## config.mk

```make
export PLATFORM = sky130hd
export DESIGN_NAME = e_inv_sched_flat
export DESIGN_NICKNAME = d
export VERILOG_FILES = /design/src/rtl/e_inv_sched_pkg.sv /design/src/rtl/e_inv_sched_if.sv /design/src/rtl/e_inv_sched_rr_arbiter.sv /design/src/rtl/e_inv_sched.sv /design/src/flat_wrapper.sv
export SDC_FILE = /design/constraint.sdc
export NUM_CORES = 1
export LEC_CHECK = 0
export ABC_AREA = 1
export CAP_MARGIN = 20
export CORE_AREA = 2 2 501 503
export DETAILED_ROUTE_END_ITERATION = 7
export DIE_AREA = 0 0 503 505
export GPL_ROUTABILITY_DRIVEN = 0
export PLACE_DENSITY_LB_ADDON = 0.15
export SLEW_MARGIN = 20
export SYNTH_ARGS = -nofsm -noshare
export SYNTH_HDL_FRONTEND = slang
export SYNTH_SLANG_ARGS = --single-unit
export TNS_END_PERCENT = 50
```

## constraint.sdc

```tcl
create_clock -name clk -period 21.7 [get_ports clk]
set_input_delay 4.34 -clock clk [delete_from_list [all_inputs] [get_ports clk]]
set_output_delay 4.34 -clock clk [all_outputs]
set_load 0.05 [all_outputs]
```

## src/rtl/e_inv_sched_pkg.sv

```systemverilog
// Shared types and constants for the modular-inverse scheduler.
// Imported by the interface, the arbiter and the scheduler top.
package e_inv_pkg;

   localparam int WIDTH_DEF = 256;
   localparam logic [WIDTH_DEF-1:0] ZERO_W = '0;

   typedef enum logic [1:0] {
      IDLE = 2'd0,
      RUN  = 2'd1,
      RESP = 2'd2
   } state_t;

endpackage

```

## src/rtl/e_inv_sched_if.sv

```systemverilog
// Requester and inverter signals of the scheduler bundled as one interface.
// slave is the scheduler's view; master is the surrounding environment's view.
interface e_inv_sched_if
   import e_inv_pkg::*;
#(
   parameter int N_REQ = 2,
   parameter int WIDTH = WIDTH_DEF
);
   logic [N_REQ-1:0]       req;
   logic [N_REQ*WIDTH-1:0] req_operand;
   logic [N_REQ-1:0]       rsp_valid;
   logic [WIDTH-1:0]       rsp_data;
   logic                   rsp_err;
   logic                   busy;
   logic                   inv_start;
   logic [WIDTH-1:0]       inv_operand;
   logic [WIDTH-1:0]       inv_result;
   logic                   inv_done;

   modport slave (
      input  req, req_operand, inv_result, inv_done,
      output rsp_valid, rsp_data, rsp_err, busy, inv_start, inv_operand
   );

   modport master (
      output req, req_operand, inv_result, inv_done,
      input  rsp_valid, rsp_data, rsp_err, busy, inv_start, inv_operand
   );
endinterface

```

## src/rtl/e_inv_sched_rr_arbiter.sv

```systemverilog
// Combinational round-robin arbiter: first request at or after ptr, wrapping.
// Returns a one-hot grant, the granted index and whether any request is present.
module e_rr_arbiter #(
   parameter int N_REQ = 2,
   parameter int IDX_W = (N_REQ > 1) ? $clog2(N_REQ) : 1
) (
   input  logic [N_REQ-1:0] req,
   input  logic [IDX_W-1:0] ptr,
   output logic [N_REQ-1:0] grant,
   output logic [IDX_W-1:0] grant_idx,
   output logic             any_req
);
   logic             found;
   logic [IDX_W-1:0] cand;

   always_comb begin
      grant     = '0;
      grant_idx = '0;
      found     = 1'b0;
      cand      = '0;
      for (int k = 0; k < N_REQ; k++) begin
         cand = IDX_W'((int'(ptr) + k) % N_REQ);
         if (!found && req[cand]) begin
            found       = 1'b1;
            grant[cand] = 1'b1;
            grant_idx   = cand;
         end
      end
   end

   assign any_req = |req;
endmodule

```

## src/rtl/e_inv_sched.sv

```systemverilog
// Shares one modular-inverse datapath between N_REQ requesters with round-robin
// arbitration, zero-operand short-circuit and a watchdog on the inverter.
module e_inv_sched
   import e_inv_pkg::*;
#(
   parameter int N_REQ   = 2,
   parameter int WIDTH   = WIDTH_DEF,
   parameter int TIMEOUT = 4096,
   parameter int CNT_W   = $clog2(TIMEOUT + 1)
) (
   input  logic          clk,
   input  logic          reset,
   e_inv_sched_if.slave  bus
);
   localparam int               IDX_W     = (N_REQ > 1) ? $clog2(N_REQ) : 1;
   localparam logic [IDX_W-1:0] LAST_IDX  = IDX_W'(N_REQ - 1);
   localparam logic [CNT_W-1:0] TIMEOUT_C = CNT_W'(TIMEOUT);

   state_t           state_reg;
   logic [IDX_W-1:0] ptr_reg;
   logic [IDX_W-1:0] grant_idx_reg;
   logic [N_REQ-1:0] grant_oh_reg;
   logic [CNT_W-1:0] wdog_reg;
   logic [CNT_W-1:0] wdog_next;
   logic [N_REQ-1:0] rsp_valid_reg;
   logic [WIDTH-1:0] rsp_data_reg;
   logic             rsp_err_reg;
   logic             inv_start_reg;
   logic [WIDTH-1:0] inv_operand_reg;

   logic [N_REQ-1:0] arb_grant;
   logic [IDX_W-1:0] arb_idx;
   logic             arb_any;
   logic [WIDTH-1:0] operand_arr [N_REQ];
   logic [WIDTH-1:0] sel_operand;

   generate
      for (genvar gi = 0; gi < N_REQ; gi++) begin : g_slice
         assign operand_arr[gi] = bus.req_operand[gi*WIDTH +: WIDTH];
      end
   endgenerate

   e_rr_arbiter #(
      .N_REQ (N_REQ),
      .IDX_W (IDX_W)
   ) u_arb (
      .req       (bus.req),
      .ptr       (ptr_reg),
      .grant     (arb_grant),
      .grant_idx (arb_idx),
      .any_req   (arb_any)
   );

   assign sel_operand = operand_arr[arb_idx];
   assign wdog_next   = wdog_reg + CNT_W'(1);

   always_ff @(posedge clk or posedge reset) begin
      if (reset) begin
         state_reg       <= IDLE;
         ptr_reg         <= '0;
         grant_idx_reg   <= '0;
         grant_oh_reg    <= '0;
         wdog_reg        <= '0;
         rsp_valid_reg   <= '0;
         rsp_data_reg    <= '0;
         rsp_err_reg     <= 1'b0;
         inv_start_reg   <= 1'b0;
         inv_operand_reg <= '0;
      end else begin
         case (state_reg)
            IDLE: begin
               if (arb_any) begin
                  grant_idx_reg   <= arb_idx;
                  grant_oh_reg    <= arb_grant;
                  inv_operand_reg <= sel_operand;
                  wdog_reg        <= '0;
                  // No inverse of zero exists: answer at once without starting the inverter.
                  if (sel_operand == WIDTH'(ZERO_W)) begin
                     state_reg     <= RESP;
                     rsp_valid_reg <= arb_grant;
                     rsp_data_reg  <= '0;
                     rsp_err_reg   <= 1'b1;
                  end else begin
                     state_reg     <= RUN;
                     inv_start_reg <= 1'b1;
                  end
               end
            end
            RUN: begin
               wdog_reg <= wdog_next;
               if (bus.inv_done) begin
                  state_reg     <= RESP;
                  inv_start_reg <= 1'b0;
                  rsp_valid_reg <= grant_oh_reg;
                  rsp_data_reg  <= bus.inv_result;
                  rsp_err_reg   <= 1'b0;
               end else if (wdog_next == TIMEOUT_C) begin
                  state_reg     <= RESP;
                  inv_start_reg <= 1'b0;
                  rsp_valid_reg <= grant_oh_reg;
                  rsp_data_reg  <= '0;
                  rsp_err_reg   <= 1'b1;
               end
            end
            RESP: begin
               rsp_valid_reg <= '0;
               rsp_data_reg  <= '0;
               rsp_err_reg   <= 1'b0;
               wdog_reg      <= '0;
               ptr_reg       <= (grant_idx_reg == LAST_IDX) ? '0 : grant_idx_reg + IDX_W'(1);
               state_reg     <= IDLE;
            end
            default: state_reg <= IDLE;
         endcase
      end
   end

   assign bus.rsp_valid   = rsp_valid_reg;
   assign bus.rsp_data    = rsp_data_reg;
   assign bus.rsp_err     = rsp_err_reg;
   assign bus.inv_start   = inv_start_reg;
   assign bus.inv_operand = inv_operand_reg;
   assign bus.busy        = (state_reg != IDLE);
endmodule

```

## src/flat_wrapper.sv

```systemverilog
// flat-port wrapper written by rule: the top's interface ports become plain ports
module e_inv_sched_flat import e_inv_pkg::*;
#(
   parameter int N_REQ   = 2,
   parameter int WIDTH   = WIDTH_DEF,
   parameter int TIMEOUT = 4096,
   parameter int CNT_W   = $clog2(TIMEOUT + 1)
)
  (clk, reset, bus_req, bus_req_operand, bus_inv_result, bus_inv_done, bus_rsp_valid, bus_rsp_data, bus_rsp_err, bus_busy, bus_inv_start, bus_inv_operand);
  e_inv_sched_if #(.N_REQ(N_REQ), .WIDTH(WIDTH)) bus_i ();
  input  logic clk;
  input  logic reset;
  input wire logic [$bits(bus_i.req)-1:0] bus_req;
  input wire logic [$bits(bus_i.req_operand)-1:0] bus_req_operand;
  input wire logic [$bits(bus_i.inv_result)-1:0] bus_inv_result;
  input wire logic [$bits(bus_i.inv_done)-1:0] bus_inv_done;
  output wire logic [$bits(bus_i.rsp_valid)-1:0] bus_rsp_valid;
  output wire logic [$bits(bus_i.rsp_data)-1:0] bus_rsp_data;
  output wire logic [$bits(bus_i.rsp_err)-1:0] bus_rsp_err;
  output wire logic [$bits(bus_i.busy)-1:0] bus_busy;
  output wire logic [$bits(bus_i.inv_start)-1:0] bus_inv_start;
  output wire logic [$bits(bus_i.inv_operand)-1:0] bus_inv_operand;
  assign bus_i.req = bus_req;
  assign bus_i.req_operand = bus_req_operand;
  assign bus_i.inv_result = bus_inv_result;
  assign bus_i.inv_done = bus_inv_done;
  assign bus_rsp_valid = bus_i.rsp_valid;
  assign bus_rsp_data = bus_i.rsp_data;
  assign bus_rsp_err = bus_i.rsp_err;
  assign bus_busy = bus_i.busy;
  assign bus_inv_start = bus_i.inv_start;
  assign bus_inv_operand = bus_i.inv_operand;
  e_inv_sched #(.N_REQ(N_REQ), .WIDTH(WIDTH), .TIMEOUT(TIMEOUT), .CNT_W(CNT_W)) u_core (.clk(clk), .reset(reset), .bus(bus_i));
endmodule
```

==> flow_summary.toml <==
[status]
status = "complete, no violations"

[synthesis]
yosysMostFrequentCell = "nand2_1"
synth_ff_type = "dfrtp_1"
synth-xor-area-share_pct = 0.295
synth_fp_nets = 4506
ys_async_sr_fraction_pct = 100
synth_seq_cells = 535
synth_top_area_share_pct = 50.2
synth_compound_area_share_pct = 6.42
synth_edf_count = 0
synth_common_cells = "nand2_1 (1379), nor2_1 (693), dfrtp_1 (535), nand3_1 (309), inv_1 (280)"
netlist_instances = 3727
synth_area_leaders = "dfrtp_1 (50%), nand2_1 (19%), nor2_1 (9.7%), a31oi_1 (6.0%), nand3_1 (5.8%)"
ys_types = 22
yosysWarningCount = 0
synth_area_leader_cell = "dfrtp_1"
synth_area_mm2 = 0.0267
synth-adder-area-share_pct = 0.281
avgSynthCellArea_um2 = 7.16
synth.area.mux_share_pct = 0
seq_area_frac_synth_pct = 50.2
synth-simple-area-share_pct = 35.1
synth_top_family_by_area = "simple AND/OR/NAND/NOR gates"

[route]
viasPerCell = 3.63
drt_wl_total_mm = 208
vias = 30200
route.detailed.drc = 0
wire_per_inst_um = 25.0
ant_nets = 0
drt_first_pass_iters = 7
drt_iter0_markers = 2004

[critical_path]
crit_top_cell = "nand2_1"
crit_path_max_fanout = 111
start_kind = "input pin"
slowest_delay_ns = 0.84
cp-end-kind = "flip-flop"
cp_cell_sequence = "clkdlybuf4s50_1, buf_4, nand2_2, nand2_4, buf_4, buf_4, buf_4, nand2_1, nand2_1, nor2_1, nand3_1, nor2_1, nand2_1, nor2_1, nand2_1, nor2_1, nand2_1, nand2_8, nand2_8, buf_4, buf_4, nand2_1, nand2_1"
required_ns = 22.32
arrival_ns = 12.81
criticalPathCategory = "in -> reg"
worst_path_max_delay_cell = "buf_4"
cp_top_family = "buffers and inverters"
cp_num_buf_inv = 7

[timing]
timing.final.ws_setup_ns = 9.51
fin_crit_ns = 12.19
final.setup_skew_ns = 0.0195
drv_slew = 0
hold_viol = 0
fin_crit_sh_pct = 56.2
setup_viol_count_final = 0
rsz0062_at_grt = "no"
max-slew-margin-rel_pct = 23.1
tns_ns = 0
worst-slew-pin-transition_ns = 1.15
fmax_mhz = 82.1

[place]
placed_cell_area_mm2 = 0.0431
place_hpwl_mm = 166
pre_cts_ws_ns = 8.70
port_buffers = 1289

[power]
ir_drop_mv = 0.0728
p_seq_share_pct = 23.5
finalPower_w = 0.00746
netSwitchingFraction_pct = 54.0
power_frac_clock_pct = 18.7
leakagePower_nw = 20.9
power_density_mw_per_mm2 = 163
switchingPower_w = 0.00403
power_frac_comb_pct = 57.8
cell_internal_pwr_w = 0.00343

[cts]
clk_pin_slew_ns = 0.06
cts_num_sinks = 535
clk_latency_ns = 0.70
h-tree-depth = 3
cts_resized = 0
cts_made_buffers = 81
cts_tree = "yes"
cts_root_buf = "clkbuf_16"
post_cts.repair.setup_buffers = 0
clk_path_buf_depth = 3
cts_hold_buf = 0

[global_routing]
grt_pass1_wl_mm = 276
grt_max_degree = 202
grt_pass1_vias = 30400
antenna_found_initial = 84
grt_overflow_total = 0
grt_usage_pct = 15.8

[final_layout]
drive_gt1_share_pct = 3.52
final_core_util_pct = 18.5
nets = 5683
final_area_mm2 = 0.0459
syn_to_final_growth_pct = 71.8

[floorplanning]
io_pins = 1290
fp.dieW_um = 503
rows = 183
start_util_pct = 10.8
fp.dieArea_mm2 = 0.254
core_mm2 = 0.248
die_y_um = 505

[min_path]
hp-class = "reg -> reg"

[job]
maxCapViolCount = 0
==> cells in the final DEF, fill, tap and decap left out, drive strengths merged, types with 18 or more instances in the layout <==
| cell type | n |
|---|---|
| nand2 | 1383 |
| nor2 | 693 |
| clkdlybuf4s50 | 1285 |
| clkbuf | 128 |
| diode | 20 |
| inv | 288 |
| nand3 | 309 |
| a31oi | 254 |
| o21ai | 18 |
| buf | 36 |
| dfrtp | 535 |
==> area by class of cell <==
cell class / instances / area (µm²)
Inverter: 283 / 1080
Clock inverter: 18 / 226
Sequential cell: 535 / 13400
Tap cell: 3330 / 4170
Antenna cell: 20 / 50.0
Clock buffer: 128 / 2470
Multi-Input combinational cell: 2682 / 11300
Timing Repair Buffer: 1321 / 13200
Fill cell: 28300 / 202000
==> power by group through the flow <==
stage               Combinational [W]  Clock (W)  Sequential, W
floorplan                     0.00110          0        0.00314
global placement              0.00442          0        0.00176
detailed placement            0.00440          0        0.00176
CTS                           0.00441    0.00146        0.00176
global route                  0.00459    0.00149        0.00180
finish                        0.00431    0.00140        0.00175
==> cells by family (layout without fill, tap and decap cells) <==
| family | Yosys count | after routing |
|---|---|---|
| DFF | 535 | 535 |
| xor gates and xnor gates | 9 | 9 |
| buffers and inverters | 510 | 1750 |
| adders and majority gates | 6 | 6 |
| AOI/OAI and AO/OA | 277 | 277 |
| other | 0 | 20 |
| and+or+nand+nor | 2390 | 2390 |
==> metrics by stage <==
step | instances | hold WS [ns]
2_1_floorplan | 3727 | 0.443
3_3_place_gp | 8151 | 0.454
3_5_place_dp | 8151 | 0.458
4_1_cts | 8297 | 0.470
5_1_grt | 8302 | 0.483
6_report | 8317 | 0.467
==> worst paths after layout <==
| kind | from | to | slack, ns | cells after the start |
|---|---|---|---|---|
| worst max register to register | u_core.ptr_reg$_DFFE_PP0N_ | u_core.bus.rsp_data[154]$_DFFE_PP0P_ | 13.99 | 22 |
| min in group asynchronous | reset | u_core.bus.rsp_data[205]$_DFFE_PP0P_ | 4.16 | 2 |
| worst min-delay path | u_core.bus.rsp_data[6]$_DFFE_PP0P_ | u_core.bus.rsp_data[6]$_DFFE_PP0P_ | 0.47 | 2 |
| worst min register to register | u_core.bus.rsp_data[6]$_DFFE_PP0P_ | u_core.bus.rsp_data[6]$_DFFE_PP0P_ | 0.47 | 2 |
| worst max-delay path | bus_req[1] | u_core.bus.rsp_data[154]$_DFFE_PP0P_ | 9.51 | 23 |
| max in group asynchronous | reset | u_core.bus.inv_operand[167]$_DFFE_PP0P_ | 14.53 | 5 |
==> per-layer routing <==
layer | part of all wire, % | GRT usage [%] | wire length, µm | up-vias
met4 | 2.2 | 3.82 | 4490 | 34
met3 | 9.4 | 5.74 | 19500 | 237
li1 | - | - | - | 14100
met1 | 44 | 20.4 | 91600 | 14600
met2 | 44 | 24.7 | 92100 | 1222
met5 | 0.11 | 0 | 222 | -
==> worst register-to-register path, cell delays in order, from the launching register on <==
cell     delay, ns
dfrtp_1       0.38
nand2_2       0.05
buf_4         0.26
nand2_4       0.49
buf_4         0.73
buf_4         0.69
buf_4         0.86
nand2_1       0.26
nand2_1       0.11
nor2_1        0.06
nand3_1       0.06
nor2_1        0.08
nand2_1       0.21
nor2_1        0.07
nand2_1       0.06
nor2_1        0.07
nand2_1       0.16
nand2_8       0.19
nand2_8       0.77
buf_4         0.83
buf_4         0.96
nand2_1       0.21
nand2_1       0.10
Note: power is estimated with default switching activity, not from simulation.
